--- src/rtl/sha256_padder.sv ---
// SHA-256 message padder: packs 32-bit words into 512-bit blocks and appends 0x80/zeros/length.
// Optional build macro SHA256_PAD_LEN_OFFSET_EN adds a len_offset input for HMAC/PBKDF2 use.
module sha256_padder #(
    parameter int unsigned LEN_W = 32
) (
    input  logic             clk_i,
    input  logic             rst_ni,
    input  logic             in_valid,
    input  logic [31:0]      in_data,
    input  logic [2:0]       in_bytes,
    input  logic             in_last,
    output logic             in_ready,
    output logic             out_valid,
    output logic [511:0]     out_block,
    output logic             out_first,
    output logic             out_last,
    input  logic             out_ready
`ifdef SHA256_PAD_LEN_OFFSET_EN
    ,
    input  logic [LEN_W-1:0] len_offset
`endif
);

    typedef enum logic [2:0] {
        StFill,
        StPad,
        StEmitData,
        StEmitSpill,
        StExtra,
        StEmitFinal
    } state_e;

    state_e             state_q, state_d;
    logic [511:0]       buf_q, buf_d;
    logic [3:0]         widx_q, widx_d;
    logic [LEN_W-1:0]   cnt_q, cnt_d;
    logic               first_q, first_d;
    logic               placed_q, placed_d;
    logic               full_q, full_d;
    logic               init_q;
    logic [LEN_W-1:0]   off;
    logic [LEN_W-1:0]   len_sum;
    logic [63:0]        len_bits;
    logic [5:0]         pad_pos;
    logic [511:0]       pad_blk;
    logic               accept;

`ifdef SHA256_PAD_LEN_OFFSET_EN
    logic [LEN_W-1:0]   off_q, off_d;
    logic               start_q, start_d;
    assign off = off_q;
`else
    assign off = '0;
`endif

    assign len_sum  = cnt_q + off;
    assign len_bits = 64'({len_sum, 3'b000});
    assign pad_pos  = cnt_q[5:0];

    assign in_ready  = init_q && (state_q == StFill);
    assign out_valid = (state_q == StEmitData) || (state_q == StEmitSpill) ||
                       (state_q == StEmitFinal);
    assign out_last  = (state_q == StEmitFinal);
    assign out_block = buf_q;
`ifdef SHA256_PAD_LEN_OFFSET_EN
    assign out_first = out_valid && first_q && (off_q == '0);
`else
    assign out_first = out_valid && first_q;
`endif

    // Zero-length words without in_last are consumed but have no effect.
    assign accept = in_valid && in_ready && !((in_bytes == 3'd0) && !in_last);

    // Marker byte at pad_pos, everything after it cleared; an exactly full block is left alone.
    always_comb begin
        pad_blk = buf_q;
        if (!full_q) begin
            for (int i = 0; i < 64; i++) begin
                if (i == int'(pad_pos)) begin
                    pad_blk[511 - 8*i -: 8] = 8'h80;
                end else if (i > int'(pad_pos)) begin
                    pad_blk[511 - 8*i -: 8] = 8'h00;
                end
            end
        end
    end

    always_comb begin
        state_d  = state_q;
        buf_d    = buf_q;
        widx_d   = widx_q;
        cnt_d    = cnt_q;
        first_d  = first_q;
        placed_d = placed_q;
        full_d   = full_q;
`ifdef SHA256_PAD_LEN_OFFSET_EN
        off_d    = off_q;
        start_d  = start_q;
`endif
        unique case (state_q)
            StFill: begin
                if (accept) begin
                    buf_d[511 - 32*widx_q -: 32] = in_data;
                    widx_d = widx_q + 4'd1;
                    cnt_d  = cnt_q + LEN_W'(in_bytes);
`ifdef SHA256_PAD_LEN_OFFSET_EN
                    if (start_q) begin
                        off_d   = len_offset;
                        start_d = 1'b0;
                    end
`endif
                    if (in_last) begin
                        full_d  = (widx_q == 4'd15) && (in_bytes == 3'd4);
                        state_d = StPad;
                    end else if (widx_q == 4'd15) begin
                        state_d = StEmitData;
                    end
                end
            end
            StPad: begin
                if (full_q) begin
                    placed_d = 1'b0;
                    state_d  = StEmitSpill;
                end else if (pad_pos <= 6'd55) begin
                    buf_d    = {pad_blk[511:64], len_bits};
                    placed_d = 1'b1;
                    state_d  = StEmitFinal;
                end else begin
                    buf_d    = pad_blk;
                    placed_d = 1'b1;
                    state_d  = StEmitSpill;
                end
            end
            StEmitData: begin
                if (out_ready) begin
                    buf_d   = '0;
                    widx_d  = 4'd0;
                    first_d = 1'b0;
                    state_d = StFill;
                end
            end
            StEmitSpill: begin
                if (out_ready) begin
                    first_d = 1'b0;
                    state_d = StExtra;
                end
            end
            StExtra: begin
                buf_d = '0;
                if (!placed_q) begin
                    buf_d[511:480] = 32'h8000_0000;
                end
                buf_d[63:0] = len_bits;
                state_d     = StEmitFinal;
            end
            StEmitFinal: begin
                if (out_ready) begin
                    buf_d    = '0;
                    widx_d   = 4'd0;
                    cnt_d    = '0;
                    first_d  = 1'b1;
                    placed_d = 1'b0;
                    full_d   = 1'b0;
`ifdef SHA256_PAD_LEN_OFFSET_EN
                    start_d  = 1'b1;
`endif
                    state_d  = StFill;
                end
            end
            default: state_d = StFill;
        endcase
    end

    always_ff @(posedge clk_i or negedge rst_ni) begin
        if (!rst_ni) begin
            state_q  <= StFill;
            buf_q    <= '0;
            widx_q   <= 4'd0;
            cnt_q    <= '0;
            first_q  <= 1'b1;
            placed_q <= 1'b0;
            full_q   <= 1'b0;
            init_q   <= 1'b0;
`ifdef SHA256_PAD_LEN_OFFSET_EN
            off_q    <= '0;
            start_q  <= 1'b1;
`endif
        end else begin
            state_q  <= state_d;
            buf_q    <= buf_d;
            widx_q   <= widx_d;
            cnt_q    <= cnt_d;
            first_q  <= first_d;
            placed_q <= placed_d;
            full_q   <= full_d;
            init_q   <= 1'b1;
`ifdef SHA256_PAD_LEN_OFFSET_EN
            off_q    <= off_d;
            start_q  <= start_d;
`endif
        end
    end

endmodule

--- config.mk ---
export PLATFORM = sky130hd
export DESIGN_NAME = sha256_padder
export DESIGN_NICKNAME = d
export VERILOG_FILES = /design/src/rtl/sha256_padder.sv
export SDC_FILE = /design/constraint.sdc
export NUM_CORES = 1
export LEC_CHECK = 0
export ABC_AREA = 1
export ABC_CLOCK_PERIOD_IN_PS = 5800
export BUFFER_PORTS_ARGS = -buffer_cell sky130_fd_sc_hd__buf_2
export CAP_MARGIN = 25
export CORE_MARGIN = 3
export CORE_UTILIZATION = 35
export CTS_CLUSTER_DIAMETER = 150
export DETAILED_ROUTE_END_ITERATION = 10
export HOLD_SLACK_MARGIN = 0.06
export MAX_ROUTING_LAYER = met4
export PLACE_DENSITY_LB_ADDON = 0.2
export SETUP_SLACK_MARGIN = 0.15
export SLEW_MARGIN = 20
export SYNTH_ARGS = -nofsm -noshare
export SYNTH_HDL_FRONTEND = slang
export SYNTH_SLANG_ARGS = --single-unit
--- constraint.sdc ---
create_clock -name clk_i -period 5.8 [get_ports clk_i]
set_clock_uncertainty 0.05 [all_clocks]
set_input_delay 1.16 -clock clk_i [delete_from_list [all_inputs] [get_ports clk_i]]
set_output_delay 1.16 -clock clk_i [all_outputs]
set_load 0.02 [all_outputs]
== Word level (Yosys, flattened, before mapping) ==
Index checks and enable logic that the tools add are counted.
Widths: inputs -> output; s select.

* Add/subtract/negate cells: 4
* Order comparisons: 64
* Equal/unequal tests: 86
* Shifts and indexed selects: 2
* Muxes and demuxes: 156
* Reduce and logical (&&, ||, !) cells: 35

{| class="wikitable"
|+ Operators by type and width
! kind !! number
|-
| $pmux 512 s4 || 1
|-
| $mux 512 || 3
|-
| $mux 8 || 127
|-
| $shift 32x34->543 const A || 1
|-
| $shiftx 32x34->543 || 1
|-
| $bwmux 512 || 1
|-
| $eq 6x6->1 const A || 32
|-
| $gt 6x6->1 const A || 32
|-
| $eq 5x6->1 const A || 16
|-
| $gt 5x6->1 const A || 16
|-
| $mux 32 || 3
|-
| $mux 64 || 1
|-
| $pmux 32 s2 || 1
|-
| $eq 4x6->1 const A || 8
|-
| $gt 4x6->1 const A || 8
|-
| $reduce_and 5->1 || 8
|-
| $neg 32->34 || 1
|-
| $add 32x3->32 || 1
|-
| $ne 4x4->1 const B || 8
|-
| $eq 3x6->1 const A || 4
|-
| $gt 3x6->1 const A || 4
|-
| $mux 3 || 7
|-
| $pmux 3 s5 || 1
|-
| $eq 2x6->1 const A || 2
|-
| other kinds (28) || 60
|}

* Bits in registers: 555
* Input port bits: 40
* Logic and storage cells: 363

== Longest topological paths before layout ==
* Depth after elaboration: 6
* Gate-level depth with buffers: 13

== Worst setup path after synthesis ==
OpenSTA, ideal clock, no wires.

* Kind: input -> register
* From: input in_bytes[0]
* To: register cnt_q[18]
* Library setup time: 71 ps
* Arrival time: 2680 ps
* Required time: 5679 ps
* Slack: 2999 ps
* Stages on the path: 12
* Buffers on the path: 0
* Cells stage by stage: ha_1 inv_1 fa_1 o21ai_0 nand2_1 nor2_2 nand2_1 nor2_1 nand2_1 nand2_1 inv_1 nor2_1

* Word-level cells in the longest chain between the ends: 6
* Elaborated cells between the ends (all ways): 9

{| class="wikitable"
|+ RTL lines
! element !! line !! text
|-
| start: declaration || 10 || <nowiki>input logic [2:0] in_bytes,</nowiki>
|-
| branches (longest 6 deep; another with $add 32x3->32) || n/a ||
|-
| end signal: assignment || 192 || <nowiki>cnt_q <= cnt_d;</nowiki>
|-
| end: declaration || 36 || <nowiki>logic [LEN_W-1:0] cnt_q, cnt_d;</nowiki>
|}

Several ways; the timed one is not identified. The select of a mux whose other input is x is not followed.
A chain may end at the register's enable or synchronous reset.

==> results by group <==
Clock tree
  – Clock sink total: about 560
  – Reg clk slew, reported paths: approximately 0.060 ns
  – CTS Buf Count: just under 70
  – Postcts setup bufs: 0
  – CTS tree: yes
  – Root Driver: clkbuf_16
  – Post-CTS resize count: 0
  – Clock insertion delay at the later pin of the skew report: slightly above 0.6 ns
  – Hold Buf Count CTS: 0
  – H-tree Lvls: 3
  – CTS max path bufs: 3

Worst setup path
  – WS Path Type: reg2reg
  – Crit start category: flip-flop
  – CP max FO: 53
  – Critical path endpoint category: flip-flop
  – Critical Path RT: around 6.3 ns
  – WP data arrival: 4.11 ns

Routing
  – Vias per cell: ~5.5
  – Wire length per cell: 24.4 um
  – Detailed Routing Iterations Pass 1: 6
  – Vias after detailed routing: around 31k
  – WL final: around 140,000 um
  – Residual DRC: 0
  – Antenna Nets Post-Route: 0
  – DRT iter0 DRCs: about 3.2k

Floorplan
  – Initial Util: a little over a third
  – Core Box Area: around 0.084 mm2
  – Io pins: around 560
  – Die width: between 200 and 300 um
  – Die area: approximately 0.09 mm2
  – Row cnt: 106
  – Die span in y: ~300 um

Yosys
  – Post-synthesis simple-gate area fraction: a little over a quarter
  – Adder-Cell Fraction of Synth Area: less than 1%
  – Fraction of registers with async set/reset: between 90% and 100%
  – FF+latch count, synth: 555
  – Multiplexer share of the synthesized area: 0%
  – Mean area per synthesized cell: approximately 7.3 um2
  – YS warnings: 0
  – Sequential share of the synthesized area: between 40 and 50%
  – Yosys cell types: 38
  – Ys flop type: dfrtp_1
  – Post-Syn Nets: between 4k and 5k
  – Main combinational cell family by area after synthesis: simple AND/OR/NAND/NOR gates
  – Post-synth EDFFs: 0
  – Synth Area in Compound Gates: between 10% and 20%
  – Synthesized area: around 0.03 mm2
  – XOR/XNOR share of the synthesized area: 0.0585%
  – Syn Inst Count: just over 4k

Final layout
  – Seq. cell area: 0.0139 mm2
  – Design area: between 0.03 and 0.04 mm2
  – Area of the multi-input gates: approximately 0.014 mm2
  – Nets: 4,592
  – # fillers: 8,795
  – Share of cells above drive strength 1: between 15 and 20%
  – Area growth syn-to-layout: 20.2%

Place
  – DPL Wire Length: 102,000 um
  – # port buffers: about 560
  – Dpl cell area: 0.0337 mm2
  – Final GP Congestion: roughly 1

Worst hold path
  – Worst min path class: reg2reg

Global routing
  – Vias in the first global route: roughly 29k
  – First-pass GRT wire length: 204,000 um
  – Global Route Usage Sum: 31.3%
  – Overflow after GRT: 0
  – Largest net degree at the start of global routing: 176
  – Initial antenna violation count: 4

Timing
  – Slew of the pin with the lowest slew margin: approximately 1.1 ns
  – Max Clk Rate: between 200 and 300 MHz
  – Final Hold Viols: 0
  – Setup TNS: 0 ns
  – Max Transition Viols Final: 0
  – Period utilization: a little over three fifths
  – Tmin final: roughly 3.7 ns
  – Setup violators final: 0
  – RSZ-0062 raised after global routing: false
  – Slew headroom: 28.0%

Pwr
  – Leakage: 19.0 nW
  – Maximum VDD drop: between 300 and 400 uV
  – P per Cell Area: slightly below 500 mW/mm2

Job
  – MaxCap Viol Count: 0

Outcome
  – Outcome: finished clean
==> cell families (layout without fill, tap and decap cells) <==
kind of cell    count (synthesis)  in the layout
fa+ha+maj                      10             10
buf+inv                       621           1127
simple gates                 1914           1914
other cells                     1              2
flops                         555            555
xor+xnor                        2              2
compound gates                987            987
==> per-layer routing <==
layer | wire, um | global-route usage, % | part of all wire, %
met5 | 0 | - | 0
met4 | 7700 | 15.4 | 5.5
met3 | 11500 | 6.48 | 8.2
met2 | 61800 | 46.4 | 44
met1 | 59100 | 40.7 | 42
==> synth_stat cells, types with 12 or more instances <==
cell type	count	area, um2
nor3_1	18	90.1
nor2_4	27	304
nand3_1	329	1650
nand2_1	1111	4170
nor2_1	311	1170
buf_2	50	250
dfrtp_1	554	13900
nor2_2	12	75.1
clkbuf_1	153	574
o22ai_1	186	1160
buf_1	19	71.3
nand4_2	16	200
a21oi_1	74	370
inv_1	373	1400
o21ai_0	669	3350
nand4_1	79	494
o21ai_1	35	175
==> stage by stage <==
step	util [%]	power, mW	worst slack (ns)	hold slack, ns	std cells
6_report	42.8	17.5	2.13	0.416	5731
5_1_grt	42.8	18.4	1.95	0.436	5731
4_1_cts	42.8	17.4	2.21	0.420	5730
3_5_place_dp	40.0	13.0	1.89	0.405	5605
3_3_place_gp	40.0	12.9	1.94	0.403	5605
2_1_floorplan	-	9.74	3.00	0.392	4090
==> worst max-delay path, cell delays in order, from the launching register on <==
cell,delay [ns]
dfrtp_2,1.01
inv_2,0.53
ha_1,0.41
nand3_1,0.23
clkinv_1,0.10
buf_4,0.29
nor2_1,0.63
nor2_1,0.11
nand2_1,0.09
nand2_1,0.06
==> cells in the final DEF, fill, tap and decap left out, types with 16 or more instances in the layout <==
master / netlist / layout
nand3_1: 329 / 324
buf_4: 9 / 56
nand2_1: 1111 / 1111
nor2_1: 311 / 308
dfrtp_1: 554 / 552
o22ai_1: 186 / 186
o21ai_1: 35 / 34
nand4_1: 79 / 79
o21ai_0: 669 / 669
a21oi_1: 74 / 74
buf_2: 50 / 554
nor2_4: 27 / 28
nand4_2: 16 / 16
clkbuf_16: 0 / 69
inv_1: 373 / 373
nor3_1: 18 / 18
==> path summary, 6_finish.rpt <==
kind	end	depth (start not counted)	slack [ns]	start
worst max register to register	flip-flop	9	2.13	widx_q[0]
worst min-delay path	flip-flop	2	0.42	flip-flop
worst min register to register	flip-flop	2	0.42	flip-flop
max in group asynchronous	out_block[289]	2	3.88	rst_ni
min in group asynchronous	out_block[274]	1	0.55	rst_ni
worst max-delay path	flip-flop	9	2.13	widx_q[0]
==> report_power, final <==
| group | internal, mW | total [mW] | switching (mW) |
|---|---|---|---|
| Clock | 2.62 | 4.45 | 1.83 |
| Combinational | 1.70 | 8.22 | 6.52 |
| Sequential | 4.32 | 4.83 | 0.515 |
| Total | 8.64 | 17.5 | 8.87 |
==> area by class of cell <==
cell class                 instances  area share (%)
sequential                       555            38.6
antenna                            1         0.00695
inverter                         388            4.07
timing repair buffer             614            9.08
tap                             1134            3.94
clock inverter                    26           0.830
multi-input combinational       2914            38.0
clock buffer                      99            5.52
No activity file was read; power rests on OpenSTA's default activity.
